$ cat src/rtl/if_fetch_stage.sv
// Instruction-fetch stage: owns the PC, drives the instruction memory and
// loads the IF/ID pipeline register. Supports stall, flush, redirect and a fault halt.
module if_fetch_stage #(
  parameter logic [31:0] RESET_PC   = 32'h0000_0000,
  parameter int          IMEM_WORDS = 2048
) (
  input  logic        clk,
  input  logic        rst,
  input  logic        stall,
  input  logic        flush,
  input  logic        redirect,
  input  logic [31:0] redirect_pc,
  output logic [31:0] imem_addr,
  output logic        imem_re,
  input  logic [31:0] imem_rdata,
  output logic [31:0] pc,
  output logic [31:0] if_id_pc,
  output logic [31:0] if_id_pc4,
  output logic [31:0] if_id_instr,
  output logic        if_id_valid,
  output logic        fetch_fault,
  output logic [1:0]  dbg_state
);

  typedef enum logic [1:0] {
    ST_BOOT  = 2'd0,
    ST_FETCH = 2'd1,
    ST_HALT  = 2'd2
  } state_e;

  localparam logic [31:0] IMEM_LIMIT = 32'(IMEM_WORDS);

  state_e      state_q, state_d;
  logic [31:0] pc_q, pc_d;
  logic        fault_q, fault_d;
  logic [31:0] if_id_pc_q, if_id_pc_d;
  logic [31:0] if_id_pc4_q, if_id_pc4_d;
  logic [31:0] if_id_instr_q, if_id_instr_d;
  logic        if_id_valid_q, if_id_valid_d;

  logic [31:0] word_idx;
  logic [31:0] pc_plus4;
  logic        bad_pc;
  logic        fetch_ok;

  assign word_idx = {2'b00, pc_q[31:2]};
  assign pc_plus4 = pc_q + 32'd4;
  assign bad_pc   = (pc_q[1:0] != 2'b00) || (word_idx >= IMEM_LIMIT);
  assign fetch_ok = (state_q == ST_FETCH) && !bad_pc;

  // PC and control state; a redirect is honoured in every state.
  always_comb begin
    state_d = state_q;
    pc_d    = pc_q;
    fault_d = fault_q;
    case (state_q)
      ST_BOOT: begin
        state_d = ST_FETCH;
        if (redirect) pc_d = redirect_pc;
      end
      ST_FETCH: begin
        if (redirect) begin
          pc_d = redirect_pc;
        end else if (bad_pc) begin
          fault_d = 1'b1;
          state_d = ST_HALT;
        end else if (!stall) begin
          pc_d = pc_plus4;
        end
      end
      ST_HALT: begin
        if (redirect) begin
          pc_d    = redirect_pc;
          fault_d = 1'b0;
          state_d = ST_FETCH;
        end
      end
      default: state_d = ST_BOOT;
    endcase
  end

  // IF/ID: flush beats stall, stall beats everything else; a bubble is all zeros.
  always_comb begin
    if_id_pc_d    = 32'h0;
    if_id_pc4_d   = 32'h0;
    if_id_instr_d = 32'h0;
    if_id_valid_d = 1'b0;
    if (flush) begin
      if_id_valid_d = 1'b0;
    end else if (stall) begin
      if_id_pc_d    = if_id_pc_q;
      if_id_pc4_d   = if_id_pc4_q;
      if_id_instr_d = if_id_instr_q;
      if_id_valid_d = if_id_valid_q;
    end else if (redirect) begin
      if_id_valid_d = 1'b0;
    end else if (fetch_ok) begin
      if_id_pc_d    = pc_q;
      if_id_pc4_d   = pc_plus4;
      if_id_instr_d = imem_rdata;
      if_id_valid_d = 1'b1;
    end
  end

  always_ff @(posedge clk) begin
    if (rst) begin
      state_q       <= ST_BOOT;
      pc_q          <= RESET_PC;
      fault_q       <= 1'b0;
      if_id_pc_q    <= 32'h0;
      if_id_pc4_q   <= 32'h0;
      if_id_instr_q <= 32'h0;
      if_id_valid_q <= 1'b0;
    end else begin
      state_q       <= state_d;
      pc_q          <= pc_d;
      fault_q       <= fault_d;
      if_id_pc_q    <= if_id_pc_d;
      if_id_pc4_q   <= if_id_pc4_d;
      if_id_instr_q <= if_id_instr_d;
      if_id_valid_q <= if_id_valid_d;
    end
  end

  assign imem_addr   = pc_q;
  assign imem_re     = fetch_ok && !rst;
  assign pc          = pc_q;
  assign if_id_pc    = if_id_pc_q;
  assign if_id_pc4   = if_id_pc4_q;
  assign if_id_instr = if_id_instr_q;
  assign if_id_valid = if_id_valid_q;
  assign fetch_fault = fault_q;
  assign dbg_state   = state_q;

endmodule

$ cat config.mk
export PLATFORM = sky130hd
export DESIGN_NAME = if_fetch_stage
export DESIGN_NICKNAME = d
export VERILOG_FILES = /design/src/rtl/if_fetch_stage.sv
export SDC_FILE = /design/constraint.sdc
export NUM_CORES = 1
export LEC_CHECK = 0
export ABC_AREA = 1
export BUFFER_PORTS_ARGS = -buffer_cell sky130_fd_sc_hd__buf_2
export CAP_MARGIN = 20
export CORE_ASPECT_RATIO = 0.7
export CORE_MARGIN = 8
export CORE_UTILIZATION = 50
export CTS_CLUSTER_DIAMETER = 30
export DETAILED_ROUTE_END_ITERATION = 6
export PLACE_DENSITY = 0.84
export SLEW_MARGIN = 10
export SYNTH_ARGS = -nofsm -noshare
export SYNTH_HDL_FRONTEND = slang
export SYNTH_SLANG_ARGS = --single-unit
$ cat constraint.sdc
create_clock -name clk -period 4.1 [get_ports clk]
set_clock_uncertainty 0.2 [all_clocks]
set_input_delay 0.82 -clock clk [delete_from_list [all_inputs] [get_ports clk]]
set_output_delay 0.82 -clock clk [all_outputs]
set_load 0.05 [all_outputs]
==> parameters.txt <==
Parameter                              Value

Synthesis
  Flops & latches, synth ... 130
  Xor/xnor cell area share of the yosys netlist ... 0.0122
  Syn nets ... 799
  Number of warnings printed during yosys synthesis ... 0
  Mux share of post-synthesis cell area ... 0
  Share of the synthesized area in compound gates (AO/OA/AOI/OAI) ... 0.0763
  Dominant combinational cell family by area after synthesis ... simple AND/OR/NAND/NOR gates
  Post-synthesis simple-gate area fraction ... 0.340
  Post-Synthesis Mean Instance Area ... 7.87 um^2
  Distinct cells, synth ... 29
  Biggest area contributors in the synthesized netlist ... dfxtp_1 45%, nand2_1 10%, nor2_1 7.2%
  Seq/Total Area, Yosys ... 0.454
  Mapped cell area ... 5730 um^2
  Most used flip-flop cell after synthesis ... dfxtp_1
  Async set-or-reset flop fraction in the synthesized netlist ... 0
  Post-synth top area share ... 0.454
  Most used standard cells in the synthesized netlist ... 156 x nand2_1, 130 x dfxtp_1, 110 x nor2_1, 80 x nand3_1, 39 x buf_4
  Synth area leader ... dfxtp_1
  Count of flip-flops with a built-in enable after synthesis ... 0
  Most frequent cell after synthesis ... nand2_1
  Synthesized-area fraction occupied by adder cells ... 0.00437
  Number of standard cells after synthesis ... 728

Power and ir drop
  Maximum vdd drop ... 0.349 mV
  Power after layout ... 0.00351 W
  Leakage power total ... 3.57 nW
  Pwr Density ... 482 nW/um^2

CTS
  Setup repair bufs after CTS ... 0
  Number of CTS-inserted buffers ... 17
  CTS Buffer Depth ... 2
  H-tree depth reported by CTS ... 4
  Post-CTS resize count ... 0
  Clock tree from TritonCTS ... yes
  Clock latency reported for the late side of the worst-skew pair ... 0.41 ns
  Clk pin slew, worst setup/hold paths ... 0.06 ns
  Number of sinks handled by clock tree synthesis ... 130
  Clock tree root buffer cell ... clkbuf_16
  Number of buffers added to fix hold violations after cts ... 0

Global route
  Total overflow reported by the global router ... 0
  Wire length of the first global-routing pass ... 26.2 mm
  Vias in the first global route ... 5046
  Initial antenna violation count ... 0
  Largest net degree at the start of global routing ... 98
  Combined global-route utilization of all metal layers ... 0.215

STA
  Total negative setup slack ... 0 ns
  RSZ-0062 raised after global routing ... no
  Crit path time final ... 2.79 ns
  Number of slew-limit violations in the final report ... 0
  Worst Max-Slew Pin Slew ... 1.02 ns
  Relative max-transition margin ... 0.317
  Final clock period utilization by the worst path ... 0.680
  Setup violation total in the final timing report ... 0
  Hold violation total from the final report ... 0
  Maximum frequency from static timing analysis ... 359 MHz

Hold path
  Hold depth ... 2
  Class of the worst hold path ... register to register

Floorplan
  Standard cell core area ... 11100 um^2
  Die width ... 144 um
  Y dimension of the die ... 106 um
  Overall die area ... 15200 um^2
  Starting utilization of the core area ... 0.516
  Placement Rows ... 32
  Number of top-level pins ... 234

Critical path
  R2R cell count ... 7
  Req. time, crit path ... 3.08 ns
  CP max-delay cell ... dfxtp_1
  Crit start category ... register
  Ordered cell list for the critical path ... inv_1 > nand3_1 > nor2_4 > nand4_4 > nor2_1 > buf_2
  CP max FO ... 4
  Setup CP Type ... register to output port
  CP max stage delay ... 0.34 ns
  Data arrival time at the worst-slack endpoint ... 1.77 ns
  Endpoint type of the worst setup path ... output port

Placement
  Final weighted congestion in routability-driven placement ... 0.859
  HPWL after detailed placement ... 12.0 mm
  Count of input and output buffers ... 233

Detailed routing
  Drt first pass iters ... 5
  Avg WL per Cell ... 15.8 um
  Antenna Violating Nets Remaining ... 0
  Total wire length after detailed routing ... 16.9 mm
  First DRT Iteration DRCs ... 263
  Vias ... 5414
  Number of DRC violations after detailed routing ... 0
  Post-DR vias/cell ... 5.05

Cells and area
  Final nets ... 977
  Area overhead of the layout relative to synthesis ... 26.9%
  Diode count ... 0
  Share of final-layout standard cells stronger than drive strength 1 ... 0.368

Flow run
  Maxcap violations ... 0

Run status
  Outcome ... completed
## sequential cells by signal (all words and copies together) (netlist names)
signal / count
if_id_pc: 32
fetch_fault: 1
dbg_state: 2
if_id_valid: 1
if_id_instr: 32
if_id_pc4: 30
imem_addr: 32
## power by group
group / total [W] / leakage (nW) / switching (W) / internal [W]
clock: 0.00170 / 0.314 / 0.000599 / 0.00110
combinational: 0.000465 / 2.20 / 0.000355 / 0.000110
sequential: 0.00134 / 1.06 / 0.0000455 / 0.00129
## critical path, delay by kind of cell (launching register included)
kind | cells | cell delay [ns]
flip-flops | 1 | 0.34
buffers and inverters | 2 | 0.41
AND/OR/NAND/NOR | 4 | 0.61
## stage by stage
stage / worst slack [ns] / area, um^2 / utilization / std cells / hold WS, ns
CTS: 1.30 / 7270 / 0.655 / 1072 / 0.235
finish: 1.31 / 7270 / 0.655 / 1072 / 0.231
floorplan: 1.29 / 5730 / - / 728 / 0.456
global placement: 1.20 / 6610 / 0.596 / 1040 / 0.221
detailed placement: 1.16 / 6610 / 0.596 / 1040 / 0.228
global route: 1.19 / 7270 / 0.655 / 1072 / 0.262
## cells by family after synthesis
kind of cell	count (synthesis)
and+or+nand+nor	405
DFF	130
buffers and inverters	109
AOI/OAI and AO/OA	74
xor gates and xnor gates	8
adders and majority gates	2
## placed cells by master, fill, tap and decap left out
cell / count
buf_4: 5
nor2_2: 4
o21ai_0: 36
clkbuf_8: 1
a21oi_1: 8
clkinvlp_4: 3
o31ai_1: 1
o21ai_1: 8
nand3_1: 80
nand2_2: 1
nand4_1: 7
buf_2: 232
inv_1: 25
inv_6: 3
a22oi_1: 12
nand3_2: 31
nand2_1: 156
ha_1: 2
nor2_1: 108
bufinv_16: 5
nor2_4: 6
nand4_4: 2
nor3_4: 1
xor2_1: 8
or2_2: 8
dfxtp_1: 130
clkinv_4: 3
o21ai_2: 9
inv_2: 6
clkbuf_16: 17
nand2_4: 1
## worst paths after layout
| kind | end | start | slack, ns |
|---|---|---|---|
| max | imem_re | imem_addr[20]$_SDFFE_PP0P_ | 1.31 |
| min | if_id_pc[26]$_SDFFE_PP0N_ | if_id_pc[26]$_SDFFE_PP0N_ | 0.23 |
| max reg2reg | imem_addr[8]$_SDFFE_PP0P_ | dbg_state[0]$_SDFFE_PP0P_ | 1.56 |
| min reg2reg | if_id_pc[26]$_SDFFE_PP0N_ | if_id_pc[26]$_SDFFE_PP0N_ | 0.23 |
## layout make-up
type                    instances  area [um^2]
clock buffers                  18          439
clock inverters                14          225
fillers                       961         3820
inverters                      31          116
multi-input cells             489         2500
flip-flops and latches        130         2600
well taps                     153          191
repair buffers                237         1200
## per-layer routing
layer | global-route usage | share of wire | vias up
met5 | 0 | 0 | -
met2 | 0.324 | 0.44 | 245
li1 | - | - | 2683
met1 | 0.276 | 0.43 | 2470
met3 | 0.0852 | 0.12 | 16
met4 | 0.0696 | 0.0089 | 0
Note: power is estimated with default switching activity, not from simulation.
